<file path="src/rtl/controlador_varredura.sv">
// ============================================================================
// controlador_varredura
// ----------------------------------------------------------------------------
// Sweep controller for an external polynomial evaluator. After a request it
// walks X from X_ini to X_fim (inclusive, unsigned). For each point it:
//    - fires a one-cycle start strobe (inicio) with X held stable,
//    - waits for the evaluator's done flag (pronto),
//    - records the result.
// While sweeping it keeps the largest non-overflow result, the X that produced
// it, and a saturating count of evaluations that reported overflow.
//
// Optional feature (compile-time macro):
//    TIMEOUT_EN  - when defined, a watchdog counts cycles spent waiting for
//                  pronto. If it reaches TIMEOUT_CICLOS, the sweep is aborted
//                  and erro_timeout is raised. Results captured so far are
//                  kept. When undefined the wait is unbounded and
//                  erro_timeout is always 0.
//
// Parameters:
//    LARGURA         width of X, Resultado and all result registers
//    TIMEOUT_CICLOS  watchdog limit in cycles (only used with TIMEOUT_EN)
//
// Ports:
//    ck            clock, everything changes on its rising edge
//    rst           synchronous active-high reset
//    iniciar       sweep request, only looked at while idle
//    X_ini, X_fim  inclusive sweep bounds, sampled together with iniciar
//    inicio        start strobe to the evaluator
//    X             operand to the evaluator
//    Resultado     evaluator result
//    pronto        evaluator done flag
//    overflow      evaluator overflow flag, valid together with pronto
//    ocupado       sweep in progress
//    concluido     one-cycle pulse when the sweep ends
//    max_res       largest non-overflow result of the sweep
//    X_max         X that produced max_res
//    max_valido    at least one non-overflow result was captured
//    qtd_overflow  number of overflowed evaluations, saturating
//    erro_faixa    sticky: request had X_ini > X_fim
//    erro_timeout  sticky: evaluator did not answer in time
// ============================================================================
module controlador_varredura #(
   parameter int LARGURA        = 16,
   parameter int TIMEOUT_CICLOS = 64
) (
   input  logic               ck,
   input  logic               rst,
   input  logic               iniciar,
   input  logic [LARGURA-1:0] X_ini,
   input  logic [LARGURA-1:0] X_fim,
   output logic               inicio,
   output logic [LARGURA-1:0] X,
   input  logic [LARGURA-1:0] Resultado,
   input  logic               pronto,
   input  logic               overflow,
   output logic               ocupado,
   output logic               concluido,
   output logic [LARGURA-1:0] max_res,
   output logic [LARGURA-1:0] X_max,
   output logic               max_valido,
   output logic [LARGURA-1:0] qtd_overflow,
   output logic               erro_faixa,
   output logic               erro_timeout
);

   // Sweep sequencing states:
   //    OCIOSO  - idle, waiting for a request
   //    DISPARA - strobe inicio for the current X
   //    ESPERA  - hold X until the evaluator reports done
   //    LIBERA  - wait for pronto to drop before moving on
   //    FIM     - one-cycle end-of-sweep pulse
   typedef enum logic [2:0] {
      OCIOSO  = 3'd0,
      DISPARA = 3'd1,
      ESPERA  = 3'd2,
      LIBERA  = 3'd3,
      FIM     = 3'd4
   } estado_t;

   estado_t estadoAtual;
   estado_t proxEstado;

   logic [LARGURA-1:0] xReg;
   logic [LARGURA-1:0] xFimReg;
   logic [LARGURA-1:0] maxResReg;
   logic [LARGURA-1:0] xMaxReg;
   logic [LARGURA-1:0] qtdOverflowReg;
   logic               maxValidoReg;
   logic               erroFaixaReg;
   logic               erroTimeoutReg;

   logic faixaOk;
   logic ultimoPonto;
   logic novoMaximo;
   logic timeoutAtingido;

   // A request is only honoured when the bounds describe a non-empty range.
   assign faixaOk = (X_ini <= X_fim);

   // The end test looks at the current X before any increment. This lets a
   // sweep ending at all-ones finish without wrapping back to zero.
   assign ultimoPonto = (xReg == xFimReg);

   // Strictly greater keeps the earliest X on ties. The sweep only ascends,
   // so the earliest X is also the smallest X.
   assign novoMaximo = !maxValidoReg || (Resultado > maxResReg);

`ifdef TIMEOUT_EN
   localparam int ContW = $clog2(TIMEOUT_CICLOS + 1);

   logic [ContW-1:0] contEspera;

   // Watchdog: counts the cycles spent in ESPERA without a done flag. It
   // restarts from zero every time the FSM enters ESPERA for a new point.
   always_ff @(posedge ck) begin
      if (rst) begin
         contEspera <= '0;
      end else if (estadoAtual != ESPERA) begin
         contEspera <= '0;
      end else if (!pronto) begin
         contEspera <= contEspera + 1'b1;
      end
   end

   // Fires during the last allowed cycle of waiting. This way FIM is entered
   // exactly TIMEOUT_CICLOS cycles after ESPERA was entered.
   assign timeoutAtingido = (estadoAtual == ESPERA) && !pronto &&
                            (contEspera == ContW'(TIMEOUT_CICLOS - 1));
`else
   logic unusedTimeoutCiclos;

   assign timeoutAtingido     = 1'b0;
   assign unusedTimeoutCiclos = (TIMEOUT_CICLOS == 0);
`endif

   // State register.
   always_ff @(posedge ck) begin
      if (rst) begin
         estadoAtual <= OCIOSO;
      end else begin
         estadoAtual <= proxEstado;
      end
   end

   // Next-state and strobe outputs. The strobes decode the state directly.
   // A reset therefore removes them at the very edge that applies it.
   always_comb begin
      proxEstado = estadoAtual;
      inicio     = 1'b0;
      ocupado    = 1'b0;
      concluido  = 1'b0;
      unique case (estadoAtual)
         OCIOSO: begin
            if (iniciar) begin
               proxEstado = faixaOk ? DISPARA : FIM;
            end
         end
         DISPARA: begin
            inicio     = 1'b1;
            ocupado    = 1'b1;
            proxEstado = ESPERA;
         end
         ESPERA: begin
            ocupado = 1'b1;
            if (pronto) begin
               proxEstado = LIBERA;
            end else if (timeoutAtingido) begin
               proxEstado = FIM;
            end
         end
         LIBERA: begin
            ocupado = 1'b1;
            if (!pronto) begin
               proxEstado = ultimoPonto ? FIM : DISPARA;
            end
         end
         FIM: begin
            concluido  = 1'b1;
            proxEstado = OCIOSO;
         end
         default: begin
            proxEstado = OCIOSO;
         end
      endcase
   end

   // Datapath: sweep position and result registers.
   //
   // Any request seen while idle clears the result registers and both sticky
   // errors. This includes a request with a bad range, which then sets
   // erro_faixa. Results are captured only on the first cycle of pronto in
   // ESPERA. LIBERA swallows the rest of a longer done pulse.
   always_ff @(posedge ck) begin
      if (rst) begin
         xReg           <= '0;
         xFimReg        <= '0;
         maxResReg      <= '0;
         xMaxReg        <= '0;
         qtdOverflowReg <= '0;
         maxValidoReg   <= 1'b0;
         erroFaixaReg   <= 1'b0;
         erroTimeoutReg <= 1'b0;
      end else begin
         unique case (estadoAtual)
            OCIOSO: begin
               if (iniciar) begin
                  maxResReg      <= '0;
                  xMaxReg        <= '0;
                  qtdOverflowReg <= '0;
                  maxValidoReg   <= 1'b0;
                  erroTimeoutReg <= 1'b0;
                  if (faixaOk) begin
                     xReg         <= X_ini;
                     xFimReg      <= X_fim;
                     erroFaixaReg <= 1'b0;
                  end else begin
                     erroFaixaReg <= 1'b1;
                  end
               end
            end
            ESPERA: begin
               if (pronto) begin
                  if (overflow) begin
                     if (qtdOverflowReg != '1) begin
                        qtdOverflowReg <= qtdOverflowReg + 1'b1;
                     end
                  end else if (novoMaximo) begin
                     maxResReg    <= Resultado;
                     xMaxReg      <= xReg;
                     maxValidoReg <= 1'b1;
                  end
               end else if (timeoutAtingido) begin
                  erroTimeoutReg <= 1'b1;
               end
            end
            LIBERA: begin
               if (!pronto && !ultimoPonto) begin
                  xReg <= xReg + 1'b1;
               end
            end
            default: begin
            end
         endcase
      end
   end

   assign X            = xReg;
   assign max_res      = maxResReg;
   assign X_max        = xMaxReg;
   assign max_valido   = maxValidoReg;
   assign qtd_overflow = qtdOverflowReg;
   assign erro_faixa   = erroFaixaReg;

`ifdef TIMEOUT_EN
   assign erro_timeout = erroTimeoutReg;
`else
   logic unusedErroTimeout;

   assign erro_timeout      = 1'b0;
   assign unusedErroTimeout = erroTimeoutReg;
`endif

endmodule

</file>
<file path="config.mk">
export PLATFORM = sky130hd
export DESIGN_NAME = controlador_varredura
export DESIGN_NICKNAME = d
export VERILOG_FILES = /design/src/rtl/controlador_varredura.sv
export SDC_FILE = /design/constraint.sdc
export NUM_CORES = 1
export LEC_CHECK = 0
export CAP_MARGIN = 20
export CORE_MARGIN = 2
export CORE_UTILIZATION = 35
export CTS_CLUSTER_SIZE = 10
export DETAILED_ROUTE_END_ITERATION = 8
export DONT_BUFFER_PORTS = 1
export PLACE_DENSITY = 0.56
export SYNTH_ARGS = -nofsm -noshare
export SYNTH_HDL_FRONTEND = slang
export SYNTH_SLANG_ARGS = --single-unit
</file>
<file path="constraint.sdc">
create_clock -name ck -period 2.5 [get_ports ck]
set_input_delay 0.5 -clock ck [delete_from_list [all_inputs] [get_ports ck]]
set_output_delay 0.5 -clock ck [all_outputs]
set_load 0.005 [all_outputs]
</file>
==> implementation parameters, run 1 <==
Parameter                              Value

Power and ir drop
  Proportion of total power due to net switching    a little under a third
  Sum of internal, switching and leakage power    ~3.6 mW
  Max VDD drop    about 330 µV
  Leakage power total    between 2 and 2.5 nW
  Switching power    1.10 mW
  Clock share of power    between 30% and 40%
  Internal power    ~2.5 mW
  Combinational group share of total power    approximately 22%
  Cell area power density    about 610 nW/µm²
  Sequential share of power    roughly two fifths

Timing
  Setup Total Neg Slack    0 ns
  Hold Fails Final Rpt    0
  Final count of pins violating max slew    0
  Setup Skew    0.00972 ns
  Time the final worst path needs with I/O delays and setup    approximately 2.3 ns
  Pin slew with the least headroom to its limit    roughly 0.73 ns
  Setup violation total in the final timing report    0
  Achievable frequency    ~440 MHz
  Worst slew slack as a fraction of its limit    between 50% and 60%
  Tightest hold margin    0.240 ns
  Setup repair after global routing missed its margin    no
  Fin worst setup slack    0.225 ns
  Final critical-path share of the clock period    between 90% and 100%

Global routing
  Maximum number of pins on one net before global-route repair    35
  Aggregate global routing overflow    0
  All-layer global routing usage    19.1%
  Number of global-route vias before repair    approximately 4600
  Initial antenna violation count    0
  Wire length of the first global-routing pass    ~24 mm

Setup path
  CP Launch Type    flop
  CP Data Arrival Time    around 2.6 ns
  Largest driver fanout on the critical path    10
  Required time at the endpoint of the critical path    between 2 and 3 ns
  Number of buffers and inverters on the critical path    2
  Family of cells with the greatest summed delay on the critical path    simple AND/OR/NAND/NOR gates
  Crit Reg-Reg Startpoint    max_res[13]
  Biggest cell delay along the critical path    ~0.38 ns
  Series of cell instances along the critical path    inv_1 > ha_1 > nand4_1 > or2_2 > nor2_1 > o21ai_0 > a31oi_4 > buf_4 > mux2i_1
  Slowest cell on the critical path    sky130_fd_sc_hd__dfxtp_1
  Worst Setup Path Type    flop to flop
  Capturing element type of the critical path    flop
  Crit path from    max_res[13]

Cells and area
  Fraction of final layout cells with drive strength greater than 1    13.9%
  Number of diodes    0
  Most common cell after layout, fill and taps aside    sky130_fd_sc_hd__dfxtp_1
  Leading cell types in the layout, fill and taps excluded    sky130_fd_sc_hd__dfxtp_1 (85), sky130_fd_sc_hd__nand2_1 (65), sky130_fd_sc_hd__nand3_1 (59), sky130_fd_sc_hd__nor2_1 (34), sky130_fd_sc_hd__buf_4 (34)
  Area Overhead vs Synth    15.3%
  Final net count    ~700
  Number of inserted filler cells in the final layout    between 1000 and 1500

Floorplanning
  Boundary Pins    123
  Die height    ~120 µm
  Overall die width    approximately 120 µm
  Initial core utilization    between 30% and 40%
  Die area    ~16000 µm²
  Standard-cell rows    44
  Core Area    about 14000 µm²

Logic synthesis
  Count of yosys warnings during synthesis    0
  Synthesized Nets    714
  Post-synthesis instance area    5120 µm²
  Count of flip-flops with a built-in enable after synthesis    0
  Post-Syn Area per Cell    around 8 µm²
  Sequential cell area fraction in the yosys report    33.2%
  Number of distinct standard cells referenced by the synthesized netlist    between 50 and 60
  Cells after Synth    627
  Flop and latch count out of synthesis    between 80 and 90
  Async set-reset flop share out of synthesis    0%
  Dominant register cell in the synthesized netlist    sky130_fd_sc_hd__dfxtp_1

Clock tree
  Max clock buf depth    2
  Post-cts sizing count    0
  CTS HTree Levels    3
  CTS root buf    sky130_fd_sc_hd__clkbuf_16
  TritonCTS Sinks    between 80 and 90
  Clock transition time at the flip-flop clock pins of the worst setup and hold paths    0.07 ns
  Total CTS buffers    9
  TritonCTS clock tree    built
  Quantity of hold-fixing buffers added after cts    0
  Post-CTS setup buffer count    0
  Worst-skew pair later-pin latency    between 0.3 and 0.4 ns

Route
  ANT nets after route    0
  Total iterations of the first detailed-routing run    4
  Via Count    4693
  Final wirelength    around 15 mm
  Average routed wire per standard cell    18.5 µm
  Number of remaining DRC errors    0
  Avg Vias per Cell    5.74
  DR iter-0 viols    253

Min path
  Start point of the worst hold path    rst
  Hold crit path type    primary input to flop

Outcome
  Result of the run    finished clean

Place
  DP HPWL    between 10 and 15 mm
  Worst setup slack after placement    -0.0659 ns
  Number of buffers added on ports    0
  Weighted congestion at the end of routability-driven global placement    about 0.86

Flow run
  Number of violations of the max-capacitance limit    0
-- final timing paths --
path | cells past startpoint | endpoint | slack [ns]
worst max-delay path | 9 | max_res[10] | 0.22
worst min-delay path | 1 | xFimReg[10] | 0.24
worst max register to register | 9 | max_res[10] | 0.22
worst min register to register | 2 | X_max[7] | 0.48
-- synthesized netlist by cell type (2+ instances only) --
cell / count / area [µm²]
sky130_fd_sc_hd__nor3b_1: 4 / 30.0
sky130_fd_sc_hd__mux2i_1: 32 / 320
sky130_fd_sc_hd__nor3_1: 6 / 30.0
sky130_fd_sc_hd__nor4_1: 2 / 12.5
sky130_fd_sc_hd__a211oi_1: 8 / 60.1
sky130_fd_sc_hd__a32o_1: 2 / 20.0
sky130_fd_sc_hd__xor2_1: 2 / 17.5
sky130_fd_sc_hd__dfxtp_1: 85 / 1700
sky130_fd_sc_hd__buf_4: 2 / 15.0
sky130_fd_sc_hd__nand3b_1: 2 / 15.0
sky130_fd_sc_hd__ha_1: 34 / 425
sky130_fd_sc_hd__a21oi_1: 33 / 165
sky130_fd_sc_hd__nand3_1: 59 / 295
sky130_fd_sc_hd__clkbuf_1: 26 / 97.6
sky130_fd_sc_hd__and3b_1: 2 / 17.5
sky130_fd_sc_hd__nor2_1: 34 / 128
sky130_fd_sc_hd__a21oi_2: 3 / 26.3
sky130_fd_sc_hd__nand2_1: 65 / 244
sky130_fd_sc_hd__or3_1: 4 / 25.0
sky130_fd_sc_hd__o211ai_1: 3 / 22.5
sky130_fd_sc_hd__a22oi_1: 2 / 15.0
sky130_fd_sc_hd__a21o_1: 8 / 60.1
sky130_fd_sc_hd__inv_1: 41 / 154
sky130_fd_sc_hd__o21ai_0: 21 / 105
sky130_fd_sc_hd__and3_1: 8 / 50.1
sky130_fd_sc_hd__o41a_1: 2 / 22.5
sky130_fd_sc_hd__nand4_1: 15 / 93.8
sky130_fd_sc_hd__o31ai_1: 4 / 30.0
sky130_fd_sc_hd__buf_2: 18 / 90.1
sky130_fd_sc_hd__and4_1: 5 / 43.8
sky130_fd_sc_hd__o221a_2: 6 / 67.6
sky130_fd_sc_hd__o32ai_1: 4 / 35.0
sky130_fd_sc_hd__o21a_1: 2 / 15.0
sky130_fd_sc_hd__a32oi_1: 7 / 61.3
sky130_fd_sc_hd__and2_1: 4 / 25.0
sky130_fd_sc_hd__xnor2_1: 28 / 245
sky130_fd_sc_hd__nor2b_1: 6 / 37.5
sky130_fd_sc_hd__a31oi_1: 17 / 106
sky130_fd_sc_hd__a2111oi_0: 3 / 26.3
-- routing by layer --
| layer | wire length [µm] | part of all wire [%] | track usage (%) |
|---|---|---|---|
| met1 | 6670 | 44 | 25.0 |
| met3 | 1140 | 7.5 | 5.01 |
| met4 | 485 | 3.2 | 9.02 |
| met5 | 0 | 0 | 0 |
| met2 | 6840 | 45 | 29.6 |
-- area by class of cell --
| cell class | instances | area (µm²) | area share, % |
|---|---|---|---|
| clock buffers | 12 | 256 | 4.34 |
| inverters | 41 | 159 | 2.69 |
| flip-flops and latches | 85 | 1700 | 28.8 |
| multi-input cells | 454 | 3190 | 54.1 |
| clock inverters | 4 | 31.3 | 0.529 |
| well taps | 184 | 230 | 3.90 |
| repair buffers | 38 | 335 | 5.68 |
-- sequential cells by signal (all words and copies together) (netlist names) --
| signal | count |
|---|---|
| max_res | 16 |
| X | 16 |
| erro_faixa | 1 |
| max_valido | 1 |
| xFimReg | 16 |
| X_max | 16 |
| qtd_overflow | 16 |
| estadoAtual | 3 |
-- cells by family (layout without fill, tap and decap cells) --
group / after synthesis / count (layout) / share of synthesized area, %
muxes: 33 / 33 / 6.47
AOI/OAI and AO/OA: 135 / 135 / 18.4
and+or+nand+nor: 221 / 221 / 21.3
other: 1 / 1 / 0.0732
buffers and inverters: 88 / 95 / 7.03
adders and majority gates: 34 / 34 / 8.30
DFF: 85 / 85 / 33.2
xor gates and xnor gates: 30 / 30 / 5.13
-- power groups by stage --
stage	Clock [mW]	Combinational, mW	Sequential (mW)
after floorplan	0	0.546	1.51
after global placement	0	0.778	1.51
after detailed placement	0	0.792	1.51
after CTS	1.36	0.795	1.48
after global routing	1.40	0.871	1.49
final	1.32	0.791	1.49
-- worst reg2reg max path, delay by kind of cell, from the launching register on --
| family | cells | cell delay (ns) |
|---|---|---|
| AO/OA/AOI/OAI | 2 | 0.40 |
| AND/OR/NAND/NOR | 3 | 0.60 |
| adder cells (fa/ha/maj) | 1 | 0.29 |
| flip-flops | 1 | 0.38 |
| multiplexers | 1 | 0.21 |
| buffers and inverters | 2 | 0.31 |
-- metrics by stage --
stage | instances | area [µm²] | util, %
2_1_floorplan | 627 | 5250 | -
3_3_place_gp | 802 | 5620 | 39.0
3_5_place_dp | 802 | 5620 | 39.0
4_1_cts | 818 | 5910 | 41.0
5_1_grt | 818 | 5910 | 41.0
6_report | 818 | 5910 | 41.0
Power figures use the tool's default switching activity.
==> inputs of run 2 (changes only) <==
--- a/config.mk
+++ b/config.mk
@@ -7,11 +7,11 @@
 export LEC_CHECK = 0
 export CAP_MARGIN = 20
 export CORE_MARGIN = 2
-export CORE_UTILIZATION = 35
+export CORE_UTILIZATION = 25
 export CTS_CLUSTER_SIZE = 10
 export DETAILED_ROUTE_END_ITERATION = 8
 export DONT_BUFFER_PORTS = 1
-export PLACE_DENSITY = 0.56
+export PLACE_DENSITY = 0.45
 export SYNTH_ARGS = -nofsm -noshare
 export SYNTH_HDL_FRONTEND = slang
 export SYNTH_SLANG_ARGS = --single-unit
==> implementation parameters, run 2 (synthesis results as in run 1) <==
Parameter                              Value

Outcome
  Result of the run    finished clean

Route
  Total iterations of the first detailed-routing run    5 (+1)
  DR iter-0 viols    302 (+19%)
  Number of remaining DRC errors    0 (unchanged)
  ANT nets after route    0 (unchanged)
  Final wirelength    16.8 mm (+11%)
  Average routed wire per standard cell    18.6 µm (+0.53%)
  Avg Vias per Cell    5.12 (-11%)
  Via Count    4624 (-1.5%)

Clock tree
  Max clock buf depth    2 (unchanged)
  TritonCTS Sinks    85 (unchanged)
  TritonCTS clock tree    built
  Clock transition time at the flip-flop clock pins of the worst setup and hold paths    0.07 ns (about the same)
  Worst-skew pair later-pin latency    0.35 ns (about the same)
  Post-cts sizing count    0 (unchanged)
  Quantity of hold-fixing buffers added after cts    0 (unchanged)
  Post-CTS setup buffer count    0 (unchanged)
  Total CTS buffers    9 (unchanged)
  CTS root buf    sky130_fd_sc_hd__clkbuf_16
  CTS HTree Levels    3 (unchanged)

Cells and area
  Most common cell after layout, fill and taps aside    sky130_fd_sc_hd__dfxtp_1
  Final net count    716 (unchanged)
  Number of inserted filler cells in the final layout    2131 (+46%)
  Number of diodes    0 (unchanged)
  Fraction of final layout cells with drive strength greater than 1    14.0% (+0.16 points)
  Final core area utilization    30.2% (-11 points)
  Leading cell types in the layout, fill and taps excluded    sky130_fd_sc_hd__dfxtp_1 (85), sky130_fd_sc_hd__nand2_1 (65), sky130_fd_sc_hd__nand3_1 (59), sky130_fd_sc_hd__nor2_1 (34)
  Area Overhead vs Synth    19.0%

Floorplanning
  Overall die width    147 µm (+18%)
  Initial core utilization    25.4% (-10 points)
  Die height    147 µm (+18%)
  Die area    21700 µm² (+39%)
  Core Area    20200 µm² (+40%)
  Boundary Pins    123 (unchanged)
  Standard-cell rows    52 (+18%)

Global routing
  Number of global-route vias before repair    4528 (-0.81%)
  Initial antenna violation count    0 (unchanged)
  Aggregate global routing overflow    0 (unchanged)
  All-layer global routing usage    15.5% (-3.6 points)
  Maximum number of pins on one net before global-route repair    35 (unchanged)
  Wire length of the first global-routing pass    26.3 mm (+9.4%)

Timing
  Hold Fails Final Rpt    0 (unchanged)
  Setup Skew    0.00763 ns (-0.00209 ns)
  Achievable frequency    434 MHz (-1.3%)
  Tightest hold margin    0.235 ns (-0.00499 ns)
  Final count of pins violating max slew    0 (unchanged)
  Time the final worst path needs with I/O delays and setup    2.31 ns (+0.0305 ns)
  Worst slew slack as a fraction of its limit    44.0% (-7.4 points)
  Pin slew with the least headroom to its limit    0.840 ns (+0.111 ns)
  Setup repair after global routing missed its margin    no
  Final critical-path share of the clock period    92.2% (+1.2 points)
  Setup violation total in the final timing report    0 (unchanged)

Setup path
  Register-to-register setup slack    0.19 ns (-0.03 ns)
  Worst Setup Path Type    flop to flop
  Required time at the endpoint of the critical path    2.78 ns (about the same)
  Largest driver fanout on the critical path    10 (unchanged)
  Capturing element type of the critical path    flop
  CP Launch Type    flop
  CP Data Arrival Time    2.59 ns (+0.04 ns)

Power and ir drop
  Sum of internal, switching and leakage power    3.94 mW (+9.6%)
  Cell area power density    646 nW/µm² (+6.2%)
  Leakage power total    2.17 nW (+1.7%)
  Max VDD drop    287 µV (-13%)

Flow run
  Number of violations of the max-capacitance limit    0 (unchanged)

Place
  Weighted congestion at the end of routability-driven global placement    0.798 (-7.3%)
  Number of buffers added on ports    0 (unchanged)
  DP HPWL    12.8 mm (+12%)

Min path
  Hold crit path type    primary input to flop
run 2: cell count changes in the layout (fill, tap and decap cells not counted), sizes merged:
cell | before | now
clkbuf | 12 | 10
bufinv | 0 | 3
inv | 42 | 43
clkinv | 3 | 0
clkinvlp | 0 | 1
run 2: path summary, 6_finish.rpt:
check	cells after the start	to	from
worst max register to register	9	max_res[8]	max_res[15]
worst min-delay path	1	X[13]	rst
worst max-delay path	9	max_res[8]	max_res[15]
worst min register to register	2	X_max[0]	X_max[0]
run 2: where the power goes:
part / switching, mW / internal [mW] / total, mW
combinational: 0.466 / 0.345 / 0.811
clock: 0.631 / 1.02 / 1.65
sequential: 0.0620 / 1.42 / 1.48
total: 1.16 / 2.78 / 3.94
run 2: routing by layer:
layer	track usage (%)	wire, µm
met2	24.4	7640
met1	20.5	7690
met4	6.25	332
met3	3.82	1150
met5	0	0
run 2: metrics by stage:
step           cell area (µm²)  setup TNS, ns  instances  setup slack [ns]
2_1_floorplan             5250              0        627          0.000888
3_3_place_gp              5740         -0.268        888           -0.0590
3_5_place_dp              5740          -1.18        888            -0.124
4_1_cts                   6100              0        904             0.176
5_1_grt                   6100              0        904           0.00796
6_report                  6100              0        904             0.194
run 2: worst max-delay path, cell delays in order (launching register included):
cell and delay (ns):
sky130_fd_sc_hd__dfxtp_1 0.39, sky130_fd_sc_hd__inv_1 0.07, sky130_fd_sc_hd__ha_1 0.29, sky130_fd_sc_hd__nand4_1 0.13, sky130_fd_sc_hd__or2_2 0.34, sky130_fd_sc_hd__nor2_1 0.12
sky130_fd_sc_hd__o21ai_0 0.17, sky130_fd_sc_hd__a31oi_4 0.23, sky130_fd_sc_hd__buf_4 0.26, sky130_fd_sc_hd__mux2i_1 0.22
run 2: final cells by class:
class / instances / area (µm²) / area share [%]
Inverter: 41 / 159 / 2.61
Clock inverter: 6 / 118 / 1.93
Tap cell: 270 / 338 / 5.54
Multi-Input combinational cell: 454 / 3190 / 52.4
Clock buffer: 10 / 239 / 3.92
Sequential cell: 85 / 1700 / 27.9
Timing Repair Buffer: 38 / 348 / 5.70
==> inputs of run 3 (changes only) <==
--- a/config.mk
+++ b/config.mk
@@ -12,6 +12,7 @@
 export DETAILED_ROUTE_END_ITERATION = 8
 export DONT_BUFFER_PORTS = 1
 export PLACE_DENSITY = 0.45
+export SKIP_LAST_GASP = 1
 export SYNTH_ARGS = -nofsm -noshare
 export SYNTH_HDL_FRONTEND = slang
 export SYNTH_SLANG_ARGS = --single-unit
==> results of run 3 <==
Same layout as run 2: the final DEF is identical, and so are final timing and power.
